<file path="src/rtl/mem_arbiter.sv">
// Serializes instruction-fetch reads and data loads/stores onto one synchronous SRAM port.
// Data wins ties; after D_MAX consecutive data grants with fetch waiting, fetch is granted.
module mem_arbiter #(
  parameter int unsigned ADDR_W = 16,
  parameter int unsigned DATA_W = 16,
  parameter int unsigned LAT    = 1,
  parameter int unsigned D_MAX  = 4
) (
  input  logic              clock,
  input  logic              n_rst,
  input  logic              i_req,
  input  logic [ADDR_W-1:0] i_addr,
  output logic              i_ack,
  output logic [DATA_W-1:0] i_rdata,
  input  logic              d_req,
  input  logic              d_we,
  input  logic [ADDR_W-1:0] d_addr,
  input  logic [DATA_W-1:0] d_wdata,
  output logic              d_ack,
  output logic [DATA_W-1:0] d_rdata,
  output logic              mem_en,
  output logic              mem_we,
  output logic [ADDR_W-1:0] mem_addr,
  output logic [DATA_W-1:0] mem_wdata,
  input  logic [DATA_W-1:0] mem_rdata,
  output logic              busy,
  output logic              owner
);

  localparam int unsigned CNT_W  = 4;
  localparam int unsigned DCNT_W = $clog2(D_MAX + 1);

  typedef enum logic [1:0] {
    IDLE  = 2'd0,
    ISSUE = 2'd1,
    WAIT  = 2'd2,
    RESP  = 2'd3
  } state_t;

  state_t              state_q, state_d;
  logic                we_q, we_d;
  logic [CNT_W-1:0]    wcnt_q, wcnt_d;
  logic [DCNT_W-1:0]   dcnt_q, dcnt_d;
  logic                fetch_win;
  logic                i_ack_d, d_ack_d, mem_en_d, mem_we_d, busy_d, owner_d;
  logic [ADDR_W-1:0]   mem_addr_d;
  logic [DATA_W-1:0]   mem_wdata_d, i_rdata_d, d_rdata_d;

  // State and all outputs are registered together.
  always_ff @(posedge clock or negedge n_rst) begin
    if (!n_rst) begin
      state_q   <= IDLE;
      we_q      <= 1'b0;
      wcnt_q    <= '0;
      dcnt_q    <= '0;
      i_ack     <= 1'b0;
      d_ack     <= 1'b0;
      mem_en    <= 1'b0;
      mem_we    <= 1'b0;
      busy      <= 1'b0;
      owner     <= 1'b0;
      mem_addr  <= '0;
      mem_wdata <= '0;
      i_rdata   <= '0;
      d_rdata   <= '0;
    end else begin
      state_q   <= state_d;
      we_q      <= we_d;
      wcnt_q    <= wcnt_d;
      dcnt_q    <= dcnt_d;
      i_ack     <= i_ack_d;
      d_ack     <= d_ack_d;
      mem_en    <= mem_en_d;
      mem_we    <= mem_we_d;
      busy      <= busy_d;
      owner     <= owner_d;
      mem_addr  <= mem_addr_d;
      mem_wdata <= mem_wdata_d;
      i_rdata   <= i_rdata_d;
      d_rdata   <= d_rdata_d;
    end
  end

  // Next-state, arbitration and next-output logic.
  always_comb begin
    state_d     = state_q;
    we_d        = we_q;
    wcnt_d      = wcnt_q;
    dcnt_d      = dcnt_q;
    owner_d     = owner;
    mem_addr_d  = mem_addr;
    mem_wdata_d = mem_wdata;
    i_rdata_d   = i_rdata;
    d_rdata_d   = d_rdata;
    mem_en_d    = 1'b0;
    mem_we_d    = 1'b0;
    i_ack_d     = 1'b0;
    d_ack_d     = 1'b0;
    fetch_win   = 1'b0;

    unique case (state_q)
      IDLE: begin
        if (i_req || d_req) begin
          fetch_win = i_req && (!d_req || (dcnt_q == DCNT_W'(D_MAX)));
          owner_d   = !fetch_win;
          if (fetch_win) begin
            mem_addr_d = i_addr;
            we_d       = 1'b0;
            dcnt_d     = '0;
          end else begin
            mem_addr_d  = d_addr;
            mem_wdata_d = d_wdata;
            we_d        = d_we;
            if (!i_req) begin
              dcnt_d = '0;
            end else if (dcnt_q != DCNT_W'(D_MAX)) begin
              dcnt_d = dcnt_q + DCNT_W'(1);
            end
          end
          mem_en_d = 1'b1;
          mem_we_d = we_d;
          state_d  = ISSUE;
        end
      end
      ISSUE: begin
        wcnt_d  = CNT_W'(LAT);
        state_d = WAIT;
      end
      WAIT: begin
        wcnt_d = wcnt_q - CNT_W'(1);
        // Last wait cycle: read data is on mem_rdata now.
        if (wcnt_q == CNT_W'(1)) begin
          if (!owner) begin
            i_rdata_d = mem_rdata;
          end else if (!we_q) begin
            d_rdata_d = mem_rdata;
          end
          i_ack_d = !owner;
          d_ack_d = owner;
          state_d = RESP;
        end
      end
      RESP: begin
        state_d = IDLE;
      end
      default: begin
        state_d = IDLE;
      end
    endcase

    busy_d = (state_d != IDLE);
  end

endmodule
</file>
<file path="config.mk">
export PLATFORM = sky130hd
export DESIGN_NAME = mem_arbiter
export DESIGN_NICKNAME = d
export VERILOG_FILES = /design/src/rtl/mem_arbiter.sv
export SDC_FILE = /design/constraint.sdc
export NUM_CORES = 1
export LEC_CHECK = 0
export ABC_AREA = 0
export CORE_MARGIN = 2
export CORE_UTILIZATION = 40
export CTS_CLUSTER_DIAMETER = 40
export DETAILED_ROUTE_END_ITERATION = 16
export PLACE_DENSITY = 0.75
export SLEW_MARGIN = 20
export SYNTH_ARGS = -nofsm -noshare
export SYNTH_HDL_FRONTEND = slang
export SYNTH_SLANG_ARGS = --single-unit
</file>
<file path="constraint.sdc">
create_clock -name clock -period 1.9 [get_ports clock]
set_clock_uncertainty 0.1 [all_clocks]
set_input_delay 0.285 -clock clock [delete_from_list [all_inputs] [get_ports clock]]
set_output_delay 0.285 -clock clock [all_outputs]
set_load 0.1 [all_outputs]
</file>
Yosys cells after proc, flatten, opt, wreduce, memory -nomap -nowiden
Cells that the tools add are included.
Cells by class
  shift operators: 0
  mux-type cells: 17
  divide/modulo/power cells: 0
  reductions and logical operators: 14
  multiply operators: 0
  add/subtract/negate cells: 2
  equality and inequality tests: 7
  magnitude comparators: 0
  bitwise logic cells: 3
Operator list (number)
  16-bit 2-to-1 mux: 1
  1-bit 2-to-1 mux: 9
  3-bit 2-to-1 mux: 3
  3-bit AND reduction: 3
  2-bit one-hot mux with 4 select lines: 1
  4-bit one-hot mux with 2 select lines: 1
  2-bit == test, second input constant: 2
  4-bit by 1-bit == test with 1-bit output, second input constant: 1
  2-bit 2-to-1 mux: 2
  4-bit AND reduction: 1
  2-bit nonzero test: 2
  4-bit by 1-bit subtractor with 4-bit output, second input constant: 1
  3-bit by 1-bit adder with 3-bit output, second input constant: 1
  3-bit == test, second input constant: 1
  1-bit zero test: 3
  3-bit by 1-bit != test with 1-bit output, second input constant: 1
  3-bit != test, second input constant: 1
  1-bit inverter: 3
  2-bit by 1-bit == test with 1-bit output, second input constant: 1
  2-bit zero test: 1
  1-bit logical OR: 2
  2-bit AND reduction: 1
  1-bit logical AND: 1
Storage, ports and cells
  input bits: 69
  logic and storage cells: 57
  memory bits (writable): 0
  bits in latches: 0
  register bits after elaboration: 80
  memories kept: 0
  memory bits (read-only): 0

Longest topological paths before layout
Gate-level depths: netlist of the first run.
  word-level depth: 6
  depth in mapped cells: 8
  depth with buffers taken out: 6

Worst setup path after synthesis of the first run
No wires, ideal clock.
  path kind: register -> register
  start point: register owner
  end point: register i_rdata[0]
  library setup time: 0.128 ns
  setup slack: -0.061 ns
  cell stages (with the launch flop): 4
  arrival time: 1.733 ns
  path through: dfrtp_1 -> nor2_2 -> buf_6 -> mux2_1
On the way
  cells in the longest elaborated chain, start to end: 2
Ends and longest elaborated chain
  from (decl): RTL line 27  | output logic owner
  from (signal assigned): RTL line 76  | owner <= owner_d;
  1-bit inverter (no line)
  3-bit AND reduction (no line)
  to (signal assigned): RTL line 79  | i_rdata <= i_rdata_d;
  to (decl): RTL line 14  | output logic [DATA_W-1:0] i_rdata,
No other way between the ends.
A chain may end at the register's enable or synchronous reset.

Worst setup path after layout of the first run
  start point: register state_q[0]
  end point: register dcnt_q[0]
On the way
  cells in the longest elaborated chain, start to end: 2
Ends and longest elaborated chain
  from (decl): RTL line 40  | state_t state_q, state_d;
  from (signal assigned): RTL line 67  | state_q <= state_d;
  2-bit zero test: RTL line 101  | unique case (state_q)
  3-bit AND reduction (no line)
  to (signal assigned): RTL line 70  | dcnt_q <= dcnt_d;
  to (decl): RTL line 43  | logic [DCNT_W-1:0] dcnt_q, dcnt_d;
No other way between the ends.

==> results of run 1 <==
==> area by class of cell <==
cell class              instances  area, sq um
inverters                      10         37.5
flip-flops and latches         80         2000
fillers                       634         3030
clock buffers                  11          151
repair buffers                152         1490
well taps                     105          131
clock inverters                 5          103
multi-input cells             154         1270
==> cell families after synthesis <==
logic type | Yosys count | share of synthesized area (%)
fa+ha+maj | 6 | 2.21
buf+inv | 24 | 3.65
compound gates | 34 | 9.00
flops | 80 | 59.0
mux | 48 | 15.9
simple gates | 66 | 10.2
==> synth_stat cells (2+ instances only) <==
library cell  count  area (sq um)
clkbuf_1          4          15.0
a21oi_1           2          10.0
buf_6             3          33.8
ha_1              6          75.1
inv_1             9          33.8
nand4_1          16           100
o211ai_1          7          52.6
nand2_1          34           128
nor3_1            3          15.0
dfrtp_1          80          2000
mux2_1           43           484
buf_2             6          30.0
mux2_2            5          56.3
o21ai_0           5          25.0
o211ai_2         10           125
and2_1            3          18.8
a22o_1            2          17.5
==> per-layer routing <==
layer	vias up	track usage (%)	routed length, microns
met1	1294	23.1	3490
met3	13	5.48	846
li1	1218	-	-
met2	109	31.2	4130
met5	-	0	0
met4	0	8.21	141
==> how the worst min path moves through the flow <==
stage / startpoint / depth (start not counted) / slack, ns / end
after floorplan: n_rst / 0 / -0.11 / busy
after global placement: n_rst / 1 / 0.11 / d_rdata[1]
after detailed placement: n_rst / 1 / 0.11 / i_rdata[1]
after CTS: n_rst / 2 / 0.29 / d_rdata[1]
after global routing: n_rst / 2 / 0.32 / i_rdata[1]
final: n_rst / 2 / 0.30 / i_rdata[1]
==> stage by stage <==
stage	worst slack, ns	hold WS, ns	cells
final	0.124	0.297	517
after global routing	0.0241	0.323	517
after CTS	0.0991	0.292	517
after detailed placement	0.0278	0.114	500
after global placement	0.0680	0.112	500
after floorplan	0.113	-0.111	258
==> flip-flops by register name, indices dropped and copies added, names as in the netlist <==
register / flops
busy: 1
d_ack: 1
d_rdata: 16
dcnt_q: 3
i_ack: 1
i_rdata: 16
mem_addr: 16
mem_en: 1
mem_wdata: 16
mem_we: 1
owner: 1
state_q: 2
wcnt_q: 4
we_q: 1
==> flow_metrics.py, run 1 <==
metrics = {
    "status": {
        "status": "completed",
    },
    "worst_setup_path": {
        "crit_start": "state_q[0]",
        "r2r_cells": 8,
        "start_kind": "flip-flop",
        "slowest_delay_ns": 0.38,
        "endpoint_kind": "flip-flop",
        "crit_type": "flip-flop to flip-flop",
        "crit_buf_inv": 4,
        "r2r_slack_ns": 0.12,
        "cp_top_family": "buffers and inverters",
        "cp_data_arrival_time_ns": 1.90,
        "r2r_start": "state_q[0]",
        "cp.required_ns": 2.02,
        "cp_num_cells": 8,
        "crit_fanout": 22,
        "worstSetupEndpoint": "dcnt_q[0]",
        "path_cells": "inv_1 > ha_1 > buf_4 > o21ai_2 > inv_2 > buf_12 > nor2_1 > a31o_2",
        "r2r_end": "dcnt_q[0]",
        "critPathSlowestCell": "dfrtp_1",
    },
    "synth": {
        "synthesis.nets": 333,
        "synthCells": 258,
        "ys_warn_count": 0,
        "syn_area_sq_um": 3390,
        "yosysSeqAreaShare_pct": 59.0,
        "ys_async_sr_fraction_pct": 100,
        "synthFlopType": "dfrtp_1",
        "synth_seq_cells": 80,
        "synth_edf_count": 0,
        "synthDistinctLibCells": 37,
        "syn_avg_cell_area_sq_um": 13.2,
    },
    "timing": {
        "setup-tns-final_ns": 0,
        "setup_viol": 0,
        "max_freq_mhz": 563,
        "period_share_pct": 93.5,
        "maxSlewHeadroom_pct": 76.7,
        "hold_viol_final": 0,
        "fin_crit_ns": 1.78,
        "tightest_slew_ns": 0.349,
        "slew_violations": 0,
        "rsz0062_at_grt": "no",
    },
    "die": {
        "core_area_sq_um": 8220,
        "die-area_sq_um": 9240,
        "placement_rows": 33,
        "fp.dieH_microns": 96.1,
        "io_pins": 139,
        "fp.dieW_microns": 96.1,
        "start_util_pct": 41.3,
    },
    "clock_network": {
        "cts_num_sinks": 80,
        "clockRootBuffer": "clkbuf_8",
        "tritoncts": "done",
        "postCtsSetupRepairBufs": 0,
        "clk_pin_slew_worst_paths_ns": 0.08,
        "numCtsBuffers": 9,
        "clockBufferDepth": 2,
        "post_cts_resized": 0,
        "clock_latency_ns": 0.34,
        "cts.htree.levels": 3,
        "ctsHoldBuffers": 1,
    },
    "route": {
        "drtIter0Drc": 72,
        "dr.pass1.iters": 4,
        "viasPerCell": 5.09,
        "wl_per_cell_microns": 16.7,
        "ant_nets": 0,
        "wl_microns": 8610,
        "vias": 2634,
        "drcViolationCount": 0,
    },
    "worst_hold_path": {
        "hold_class": "input pin to async pin",
    },
    "place": {
        "place_congestion": 0.749,
        "portBuffers": 138,
        "dp_hpwl_microns": 6400,
        "dpl-instance-area_sq_um": 4920,
    },
    "grt": {
        "grt_util_all_layers_pct": 18.9,
        "grt_first_pass_wirelength_microns": 13200,
        "grt_pass1_vias": 2638,
        "antenna_found_initial": 0,
        "grt-ovfl-total": 0,
        "grt_max_degree": 38,
    },
    "layout": {
        "drive_above_1_share_pct": 29.6,
        "fin_nets": 482,
        "area_growth_pct": 52.8,
        "antenna_cells": 0,
        "layout_common_cells": "79 x dfrtp_1, 70 x buf_4, 67 x clkdlybuf4s50_1, 43 x mux2_1, 34 x nand2_1",
        "final_common_cell": "dfrtp_1",
        "fin_util_pct": 63.1,
        "finalInstanceArea_sq_um": 5180,
    },
    "flow_run": {
        "maxCapViolations": 0,
    },
}
Power of run 1 is left out: the tool's default activity adds up to more than one toggle a clock period on the data nets, which glitch-free logic cannot reach.
==> run 2: changes to the inputs <==
--- a/config.mk
+++ b/config.mk
@@ -11,6 +11,7 @@
 export CTS_CLUSTER_DIAMETER = 40
 export DETAILED_ROUTE_END_ITERATION = 16
 export PLACE_DENSITY = 0.75
+export RECOVER_POWER = 100
 export SLEW_MARGIN = 20
 export SYNTH_ARGS = -nofsm -noshare
 export SYNTH_HDL_FRONTEND = slang
==> run 2 against run 1 <==
  * Final area is 6.9% lower
  * Global-route usage stayed put
  * Highest routed layer unchanged
  * Critical path type unchanged
  * Critical path depth is the same
  * Maximum frequency shrank 1.0%
  * Setup slack got worse by 0.019 ns
  * Critical endpoint unchanged
==> flow_metrics.py, run 2 (synthesized netlist as in run 1, its figures left out) <==
metrics = {
    "timing": {
        "setup-tns-final_ns": 0,
        "maxSlewHeadroom_pct": 57.9,
        "rsz0062_at_grt": "no",
        "max_freq_mhz": 557,
        "setup_viol": 0,
        "fin_crit_ns": 1.79,
        "period_share_pct": 94.5,
        "slew_violations": 0,
        "tightest_slew_ns": 0.632,
        "hold_viol_final": 0,
    },
    "clock_network": {
        "numCtsBuffers": 9,
        "clock_latency_ns": 0.33,
        "clockBufferDepth": 2,
        "clk_pin_slew_worst_paths_ns": 0.08,
        "tritoncts": "done",
        "clockRootBuffer": "clkbuf_8",
        "postCtsSetupRepairBufs": 0,
        "cts_num_sinks": 80,
        "cts.htree.levels": 3,
    },
    "grt": {
        "grt_busiest_layer": "met2",
        "grt_max_degree": 38,
        "gr-usage-met2_pct": 31.2,
        "grt_pass1_vias": 2638,
        "grt-ovfl-total": 0,
        "antenna_found_initial": 0,
        "grt_first_pass_wirelength_microns": 13200,
        "grt_util_all_layers_pct": 18.9,
        "gr-usage-met3_pct": 5.48,
        "grt_use_met1_pct": 23.1,
    },
    "die": {
        "start_util_pct": 41.3,
        "fp.dieW_microns": 96.1,
        "placement_rows": 33,
        "core_area_sq_um": 8220,
        "fp.dieH_microns": 96.1,
        "die-area_sq_um": 9240,
        "io_pins": 139,
    },
    "layout": {
        "nFillCells": 693,
        "fin_nets": 482,
        "final_common_cell": "dfrtp_1",
        "antenna_cells": 0,
        "layout_common_cells": "80 x dfrtp_1, 72 x clkbuf_2, 67 x clkdlybuf4s50_1, 43 x mux2_1, 34 x nand2_1",
        "area_growth_pct": 42.2,
        "drive_above_1_share_pct": 26.5,
    },
    "route": {
        "vias": 2627,
        "drtIter0Drc": 103,
        "dr.pass1.iters": 4,
        "wl_per_cell_microns": 16.7,
        "ant_nets": 0,
        "viasPerCell": 5.08,
        "wl_microns": 8620,
        "drcViolationCount": 0,
    },
    "worst_setup_path": {
        "critPathSlowestCell": "dfrtp_1",
        "cp.required_ns": 2.03,
        "cp_num_cells": 8,
        "cp_top_family": "buffers and inverters",
        "slowest_delay_ns": 0.38,
        "crit_fanout": 22,
        "start_kind": "flip-flop",
        "crit_buf_inv": 4,
        "r2r_cells": 8,
        "path_common_cell": "inv_1",
        "cp_data_arrival_time_ns": 1.92,
        "endpoint_kind": "flip-flop",
        "crit_type": "flip-flop to flip-flop",
        "path_cells": "inv_1 > ha_1 > buf_4 > o21ai_2 > inv_1 > buf_12 > nor2_1 > a31o_2",
    },
    "place": {
        "place_congestion": 0.749,
        "portBuffers": 138,
        "dp_hpwl_microns": 6400,
    },
    "worst_hold_path": {
        "hold_class": "input pin to async pin",
    },
    "flow_run": {
        "maxCapViolations": 0,
    },
    "status": {
        "status": "completed",
    },
}
run 2: cell type report:
class	instances	area [sq um]	share of cell area, %
multi-input cells	154	1210	25.1
clock inverters	5	103	2.13
repair buffers	152	1190	24.6
clock buffers	11	151	3.14
inverters	10	37.5	0.778
flip-flops and latches	80	2000	41.5
well taps	105	131	2.72
run 2: timing repair:
item / 4_1_cts / 5_1_grt
hold buffers: 1 / 0
resized for setup: 0 / 0
endpoints found under the hold margin: 24 / 0
run 2: stage by stage:
stage	setup WS (ns)	instance area [sq um]	std cells	hold WS [ns]	utilization [%]
after floorplan	0.113	3390	258	-0.111	-
after global placement	0.0680	4920	500	0.112	59.9
after detailed placement	0.0278	4920	500	0.114	59.9
after CTS	0.0991	5180	517	0.292	63.1
after global routing	0.0191	4830	517	0.405	58.7
final	0.105	4830	517	0.390	58.7
run 2: final timing paths:
check,from,endpoint,slack [ns]
worst min-delay path,n_rst,i_rdata[1],0.39
min in group clock,mem_wdata[3],mem_wdata[3],0.39
max in group asynchronous,n_rst,mem_addr[15],0.28
worst max-delay path,state_q[0],dcnt_q[0],0.11
worst max register to register,state_q[0],dcnt_q[0],0.11
worst min register to register,mem_wdata[3],mem_wdata[3],0.39
run 2: per-layer routing:
layer | part of all wire, % | wire [microns]
met1 | 42 | 3580
met2 | 48 | 4100
met3 | 9.2 | 792
met4 | 1.7 | 145
met5 | 0 | 0
Power of run 2 is left out for the same reason.
==> run 3: changes to the inputs <==
--- a/config.mk
+++ b/config.mk
@@ -6,9 +6,9 @@
 export NUM_CORES = 1
 export LEC_CHECK = 0
 export ABC_AREA = 0
+export CAP_MARGIN = 20
 export CORE_MARGIN = 2
 export CORE_UTILIZATION = 40
-export CTS_CLUSTER_DIAMETER = 40
 export DETAILED_ROUTE_END_ITERATION = 16
 export PLACE_DENSITY = 0.75
 export RECOVER_POWER = 100
==> results of run 3 <==
No change in the layout: final DEF, timing and power equal those of run 2.
Power of run 3 is left out for the same reason.
